[src/rtl/pipe_hazard_ctrl_if.sv]
// Pipeline hazard-control bundle: stage register/flag inputs and the hold/flush controls.
// master = pipeline datapath side, slave = hazard controller.
interface pipe_hazard_ctrl_if;
    logic [3:0] id_src1;
    logic [3:0] id_src2;
    logic       id_src1_used;
    logic       id_src2_used;
    logic [3:0] exe_dest;
    logic       exe_wb_en;
    logic       exe_mem_r_en;
    logic [3:0] mem_dest;
    logic       mem_wb_en;
    logic       forward_en;
    logic       branch_taken;
    logic       mem_busy;
    logic       hold_pc;
    logic       hold_if_id;
    logic       flush_if_id;
    logic       flush_id_ex;
    logic       hold_back;

    modport master (
        output id_src1, id_src2, id_src1_used, id_src2_used,
        output exe_dest, exe_wb_en, exe_mem_r_en, mem_dest, mem_wb_en,
        output forward_en, branch_taken, mem_busy,
        input  hold_pc, hold_if_id, flush_if_id, flush_id_ex, hold_back
    );

    modport slave (
        input  id_src1, id_src2, id_src1_used, id_src2_used,
        input  exe_dest, exe_wb_en, exe_mem_r_en, mem_dest, mem_wb_en,
        input  forward_en, branch_taken, mem_busy,
        output hold_pc, hold_if_id, flush_if_id, flush_id_ex, hold_back
    );
endinterface

[src/rtl/pipe_hazard_ctrl.sv]
// Purpose: pipeline hazard/stall/flush controller with optional perf counters (macro HAZARD_PERF_CNT_EN).
// Latency: hold/flush outputs are combinational (zero cycles); state and counters are registered.
// Backpressure: mem_busy freezes the whole pipe; a branch seen during the freeze is flushed once it ends.
module pipe_hazard_ctrl #(
    parameter int CNT_W = 16
) (
    input  logic             clk,
    input  logic             rst,
    pipe_hazard_ctrl_if.slave hz,
    output logic [1:0]       state,
    output logic [CNT_W-1:0] stall_cnt,
    output logic [CNT_W-1:0] flush_cnt
);

    typedef enum logic [1:0] {
        RUN      = 2'd0,
        MEM_WAIT = 2'd1,
        BR_PEND  = 2'd2
    } state_t;

    state_t cur_st;

    logic hz_exe;
    logic hz_mem;
    logic hazard;
    logic hold_pc_c;
    logic hold_if_id_c;
    logic flush_if_id_c;
    logic flush_id_ex_c;
    logic hold_back_c;

    always_comb begin
        hz_exe = hz.exe_wb_en &&
                 ((hz.id_src1_used && (hz.id_src1 == hz.exe_dest)) ||
                  (hz.id_src2_used && (hz.id_src2 == hz.exe_dest)));
        hz_mem = hz.mem_wb_en &&
                 ((hz.id_src1_used && (hz.id_src1 == hz.mem_dest)) ||
                  (hz.id_src2_used && (hz.id_src2 == hz.mem_dest)));
        // With forwarding only a load result is too late to bypass.
        hazard = hz.forward_en ? (hz_exe && hz.exe_mem_r_en) : (hz_exe || hz_mem);
    end

    always_comb begin
        hold_pc_c     = 1'b0;
        hold_if_id_c  = 1'b0;
        flush_if_id_c = 1'b0;
        flush_id_ex_c = 1'b0;
        hold_back_c   = 1'b0;
        if (!rst) begin
            if (hz.mem_busy) begin
                hold_pc_c    = 1'b1;
                hold_if_id_c = 1'b1;
                hold_back_c  = 1'b1;
            end else if ((cur_st == BR_PEND) || hz.branch_taken) begin
                flush_if_id_c = 1'b1;
                flush_id_ex_c = 1'b1;
            end else if (hazard) begin
                hold_pc_c     = 1'b1;
                hold_if_id_c  = 1'b1;
                flush_id_ex_c = 1'b1;
            end
        end
    end

    assign hz.hold_pc     = hold_pc_c;
    assign hz.hold_if_id  = hold_if_id_c;
    assign hz.flush_if_id = flush_if_id_c;
    assign hz.flush_id_ex = flush_id_ex_c;
    assign hz.hold_back   = hold_back_c;

    always_ff @(posedge clk) begin
        if (rst) begin
            cur_st <= RUN;
        end else begin
            case (cur_st)
                RUN, MEM_WAIT: begin
                    if (hz.mem_busy)
                        cur_st <= hz.branch_taken ? BR_PEND : MEM_WAIT;
                    else
                        cur_st <= RUN;
                end
                BR_PEND: begin
                    if (!hz.mem_busy)
                        cur_st <= RUN;
                end
                default: cur_st <= RUN;
            endcase
        end
    end

    assign state = cur_st;

`ifdef HAZARD_PERF_CNT_EN
    logic [CNT_W-1:0] stall_q;
    logic [CNT_W-1:0] flush_q;

    always_ff @(posedge clk) begin
        if (rst) begin
            stall_q <= '0;
            flush_q <= '0;
        end else begin
            if (hold_pc_c && (stall_q != '1))
                stall_q <= stall_q + 1'b1;
            if (flush_if_id_c && (flush_q != '1))
                flush_q <= flush_q + 1'b1;
        end
    end

    assign stall_cnt = stall_q;
    assign flush_cnt = flush_q;
`else
    assign stall_cnt = '0;
    assign flush_cnt = '0;
`endif

endmodule

[src/flat_wrapper.sv]
// flat-port wrapper written by rule: the top's interface ports become plain ports
module pipe_hazard_ctrl_flat 
#(
    parameter int CNT_W = 16
)
  (clk, rst, state, stall_cnt, flush_cnt, hz_id_src1, hz_id_src2, hz_id_src1_used, hz_id_src2_used, hz_exe_dest, hz_exe_wb_en, hz_exe_mem_r_en, hz_mem_dest, hz_mem_wb_en, hz_forward_en, hz_branch_taken, hz_mem_busy, hz_hold_pc, hz_hold_if_id, hz_flush_if_id, hz_flush_id_ex, hz_hold_back);
  pipe_hazard_ctrl_if hz_i ();
  input  logic clk;
  input  logic rst;
  output logic [1:0] state;
  output logic [CNT_W-1:0] stall_cnt;
  output logic [CNT_W-1:0] flush_cnt;
  input wire logic [$bits(hz_i.id_src1)-1:0] hz_id_src1;
  input wire logic [$bits(hz_i.id_src2)-1:0] hz_id_src2;
  input wire logic [$bits(hz_i.id_src1_used)-1:0] hz_id_src1_used;
  input wire logic [$bits(hz_i.id_src2_used)-1:0] hz_id_src2_used;
  input wire logic [$bits(hz_i.exe_dest)-1:0] hz_exe_dest;
  input wire logic [$bits(hz_i.exe_wb_en)-1:0] hz_exe_wb_en;
  input wire logic [$bits(hz_i.exe_mem_r_en)-1:0] hz_exe_mem_r_en;
  input wire logic [$bits(hz_i.mem_dest)-1:0] hz_mem_dest;
  input wire logic [$bits(hz_i.mem_wb_en)-1:0] hz_mem_wb_en;
  input wire logic [$bits(hz_i.forward_en)-1:0] hz_forward_en;
  input wire logic [$bits(hz_i.branch_taken)-1:0] hz_branch_taken;
  input wire logic [$bits(hz_i.mem_busy)-1:0] hz_mem_busy;
  output wire logic [$bits(hz_i.hold_pc)-1:0] hz_hold_pc;
  output wire logic [$bits(hz_i.hold_if_id)-1:0] hz_hold_if_id;
  output wire logic [$bits(hz_i.flush_if_id)-1:0] hz_flush_if_id;
  output wire logic [$bits(hz_i.flush_id_ex)-1:0] hz_flush_id_ex;
  output wire logic [$bits(hz_i.hold_back)-1:0] hz_hold_back;
  assign hz_i.id_src1 = hz_id_src1;
  assign hz_i.id_src2 = hz_id_src2;
  assign hz_i.id_src1_used = hz_id_src1_used;
  assign hz_i.id_src2_used = hz_id_src2_used;
  assign hz_i.exe_dest = hz_exe_dest;
  assign hz_i.exe_wb_en = hz_exe_wb_en;
  assign hz_i.exe_mem_r_en = hz_exe_mem_r_en;
  assign hz_i.mem_dest = hz_mem_dest;
  assign hz_i.mem_wb_en = hz_mem_wb_en;
  assign hz_i.forward_en = hz_forward_en;
  assign hz_i.branch_taken = hz_branch_taken;
  assign hz_i.mem_busy = hz_mem_busy;
  assign hz_hold_pc = hz_i.hold_pc;
  assign hz_hold_if_id = hz_i.hold_if_id;
  assign hz_flush_if_id = hz_i.flush_if_id;
  assign hz_flush_id_ex = hz_i.flush_id_ex;
  assign hz_hold_back = hz_i.hold_back;
  pipe_hazard_ctrl #(.CNT_W(CNT_W)) u_core (.clk(clk), .rst(rst), .hz(hz_i), .state(state), .stall_cnt(stall_cnt), .flush_cnt(flush_cnt));
endmodule
[config.mk]
export PLATFORM = sky130hd
export DESIGN_NAME = pipe_hazard_ctrl_flat
export DESIGN_NICKNAME = d
export VERILOG_FILES = /design/src/rtl/pipe_hazard_ctrl_if.sv /design/src/rtl/pipe_hazard_ctrl.sv /design/src/flat_wrapper.sv
export SDC_FILE = /design/constraint.sdc
export NUM_CORES = 1
export LEC_CHECK = 0
export CORE_MARGIN = 3
export CORE_UTILIZATION = 27
export CTS_BUF_LIST = sky130_fd_sc_hd__clkbuf_4 sky130_fd_sc_hd__clkbuf_8 sky130_fd_sc_hd__clkbuf_16
export DETAILED_ROUTE_END_ITERATION = 16
export GPL_ROUTABILITY_DRIVEN = 1
export PLACE_DENSITY = 0.8
export SLEW_MARGIN = 10
export SYNTH_ARGS = -nofsm -noshare
export SYNTH_HDL_FRONTEND = slang
export SYNTH_SLANG_ARGS = --single-unit
[constraint.sdc]
create_clock -name clk -period 1.5 [get_ports clk]
set_clock_uncertainty 0.2 [all_clocks]
set_input_delay 0.225 -clock clk [delete_from_list [all_inputs] [get_ports clk]]
set_output_delay 0.225 -clock clk [all_outputs]
set_load 0.03 [all_outputs]
Word-level counts from Yosys, hierarchy flattened
Index checks and enable logic that the tools add are counted.

Register bits after elaboration: 2. Bits of input ports: 26. Word-level logic and storage cells: 38.

Equal/unequal tests: 7. Multiplexer cells: 17. Reductions and logical operators: 13.

Operator list (count): equality test 4 bit (4); two-way mux 1 bit (13); logical AND 1 bit (7); two-way mux 2 bit (3); logical OR 1 bit (4); one-hot mux 2 bit (2 select lines) (1); equality test 2 x 1 -> 1 bit (second input constant) (1); equality test 2 bit (second input constant) (1); logical NOT 2 bit (1); != test 2 bit (second input constant) (1); OR reduction 2 bit (1).

Depth between registers and ports, before layout
Depth after elaboration: 10. Depth in mapped cells: 7. Gate-level depth less buffers: 6.

Least setup slack after synthesis
No wires, ideal clock.

Path type: register to output. Start point: reg u_core.cur_st[1] (netlist: u_core.state[1]). End point: out hz_hold_pc. Arrival: 1.310 ns. Required time: 1.075 ns. Path slack: -0.235 ns. Stages on the path, launching flop included: 5. Buffers on the path: 1. Cells stage by stage: dfxtp_1 > nor2b_1 > nor3_1 > a21o_2 > buf_4.

Cells in the longest elaborated chain, start to end: 5.

Ends and longest elaborated chain: start, declared (RTL line pipe_hazard_ctrl.sv:21) `state_t cur_st;`; start signal, assigned (RTL line pipe_hazard_ctrl.sv:78) `cur_st <= hz.branch_taken ? BR_PEND : MEM_WAIT;`; equality test 2 bit (RTL line pipe_hazard_ctrl.sv:54) `end else if ((cur_st == BR_PEND) || hz.branch_taken) begin`; logical OR 1 bit (RTL line pipe_hazard_ctrl.sv:54); two-way mux 1 bit (3 in series); end, declared (RTL line flat_wrapper.sv:25) `output wire logic [$bits(hz_i.hold_pc)-1:0] hz_hold_pc;`.

No other way between the ends.

Worst setup path in the final report
Start point: in hz_mem_wb_en. End point: out hz_flush_id_ex.

Cells in the longest elaborated chain, start to end: 7.

Ends and longest elaborated chain: start, declared (RTL line flat_wrapper.sv:21) `input wire logic [$bits(hz_i.mem_wb_en)-1:0] hz_mem_wb_en;`; logical AND 1 bit (RTL line pipe_hazard_ctrl.sv:36) `hz_mem = hz.mem_wb_en &&`; logical OR 1 bit (RTL line pipe_hazard_ctrl.sv:40) `hazard = hz.forward_en ? (hz_exe && hz.exe_mem_r_en) : (hz_exe || hz_mem);`; two-way mux 1 bit (RTL line pipe_hazard_ctrl.sv:40); two-way mux 1 bit (RTL line pipe_hazard_ctrl.sv:57) `end else if (hazard) begin`; two-way mux 1 bit (RTL line pipe_hazard_ctrl.sv:54); two-way mux 1 bit (RTL line pipe_hazard_ctrl.sv:50) `if (hz.mem_busy) begin`; two-way mux 1 bit (RTL line pipe_hazard_ctrl.sv:49) `if (!rst) begin`; end, declared (RTL line flat_wrapper.sv:28) `output wire logic [$bits(hz_i.flush_id_ex)-1:0] hz_flush_id_ex;`.

No other way between the ends.

==> results.cfg <==
[setup_path]
critical_path_arrival_ps = 1290
cp_slowest_cell = o31a_1
critPathCaptureType = output port
crit_chain = buf_6 -> and2b_1 -> nand3_1 -> nor4_1 -> a31oi_1 -> nand3_2 -> o31a_1 -> buf_6
path_common_cell = buf_6
cpLargestDelayFamily = compound AO/OA/AOI/OAI gates
critPathRequiredTime_ps = 1070
max_stage_delay_ps = 260
cp_num_buf_inv = 2
crit_path_start_kind = primary input
crit_type = primary input to output port
critical_path_peak_fanout = 2

[die]
die_area_sq_um = 2680
die_w_um = 51.8
row_count = 15
core_sq_um = 1860
pin_count = 65
start_util_pct = 30.5
fp.dieH_um = 51.8

[cts]
tritoncts = yes
clk_latency_ps = 230
cts_made_buffers = 3
clock-sinks = 2
clockBufferDepth = 2
cts.root.buffer_cell = clkbuf_4
ctsHoldBuffers = 0
h-tree-depth = 1
clk_pin_slew_ps = 30
cts_setup_buffers = 0

[finish]
final_util_pct = 45.2
fin_cells = 135
area_growth_pct = 48.1
fin_area_sq_um = 840
layout_common_cells = 32 x conb_1, 12 x xor2_1, 12 x buf_6, 9 x buf_2, 6 x dlygate4sd2_1
drive_gt1_share_pct = 35.5
nNetsFinal = 138
final_common_cell = conb_1
largest_reg_flops = 2
n_antenna_cell = 0

[grt]
grtUsageTotal_pct = 10.0
grt_max_degree = 6
grt_pass1_wl_mm = 2.00
grt-ovfl-total = 0
grt_pass1_vias = 481
antenna_found_initial = 0

[sta]
fmax_mhz = 582
slew_violations = 0
hold_slack_ps = 213
rsz0062_at_grt = true
hold_viol = 0
tns_ps = -587
finalCriticalPeriod_ps = 1720
setup_viol = 3
setup_ws_ps = -220
fin_crit_sh_pct = 115

[pwr]
p_leak_nw = 0.453
power.density_nw_per_um2 = 554
peakVddDrop_v = 0.000258
p_total_mw = 0.465

[logic_synthesis]
seq_area_frac_synth_pct = 7.06
syn-cell-area_sq_um = 567
yosysUniqueCellTypes = 19
syn_avg_cell_area_sq_um = 7.66
synth_warnings = 0
ys_seq_elements = 2
syn_inst = 74

[route]
drt-initial-drc-count = 5
drt.antenna.violating_nets = 0
wl_per_cell_um = 10.1
dr.pass1.iters = 4
vias = 518
viasPerCell = 3.84
drc_errors = 0
wl_mm = 1.37

[placed_design]
dp.cells = 132
finalWeightedCongestion = 0.665
pre_cts_ws_ps = -653
dpl.hpwl_mm = 1.16
port_buffers = 32
place_area_sq_um = 810

[job]
drv_cap = 0

[status]
violations = setup timing
outcome = finished with violations

[worst_hold_path]
min_path_type = primary input to register
-- logic make-up after synthesis --
family	count (synthesis)	synth area share, %
XOR/XNOR	16	24.7
AND/OR/NAND/NOR	15	15.5
AO/OA/AOI/OAI	6	7.73
buffers and inverters	34	44.4
flip-flops	2	7.06
other	1	0.662
-- where the power goes --
part	internal (mW)	switching [mW]
clock	0.0883	0.0313
combinational	0.0985	0.189
sequential	0.0564	0.00232
total	0.243	0.222
-- cell type report --
class                           instances  area [sq um]
Clock buffer                            3          22.5
Fill cell                             186          1020
Inverter                                1          3.75
Multi-Input combinational cell         69           443
Sequential cell                         2          41.3
Tap cell                               25          31.3
Timing Repair Buffer                   35           298
-- metal layers --
metal  up-vias  GRT usage, %  wire length, um
li1        251             -                -
met1       233          10.7              463
met4         0          5.24                0
met2        34          18.6              794
met3         0          1.72              109
met5         -             0                0
-- repair_timing --
item	4_1_cts	5_1_grt
resized for setup	87	11
setup endpoints to repair	7	5
pin swaps	21	8
-- final timing paths --
kind / slack, ps / cells past startpoint / from / endpoint
max: -220 / 8 / hz_mem_wb_en / hz_flush_id_ex
min: 210 / 2 / hz_branch_taken / u_core.state[0]
max reg2reg: 560 / 2 / u_core.state[1] / u_core.state[1]
min reg2reg: 230 / 1 / u_core.state[1] / u_core.state[0]
-- cells in the mapped netlist --
| master | instances | area [sq um] |
|---|---|---|
| buf_4 | 33 | 248 |
| xor2_1 | 12 | 105 |
| xnor2_1 | 4 | 35.0 |
| nand3_1 | 3 | 15.0 |
| nor2b_1 | 3 | 18.8 |
| nor4_1 | 3 | 18.8 |
| dfxtp_1 | 2 | 40.0 |
| nor3_1 | 2 | 10.0 |
| o21a_1 | 2 | 15.0 |
| a21o_2 | 1 | 8.76 |
| a31oi_1 | 1 | 6.26 |
| and2b_1 | 1 | 7.51 |
| conb_1 | 1 | 3.75 |
| inv_1 | 1 | 3.75 |
| nand4_1 | 1 | 6.26 |
| nor2_1 | 1 | 3.75 |
| nor3b_1 | 1 | 7.51 |
| o21ai_1 | 1 | 5.00 |
| o31a_1 | 1 | 8.76 |
Power figures use the tool's default switching activity.
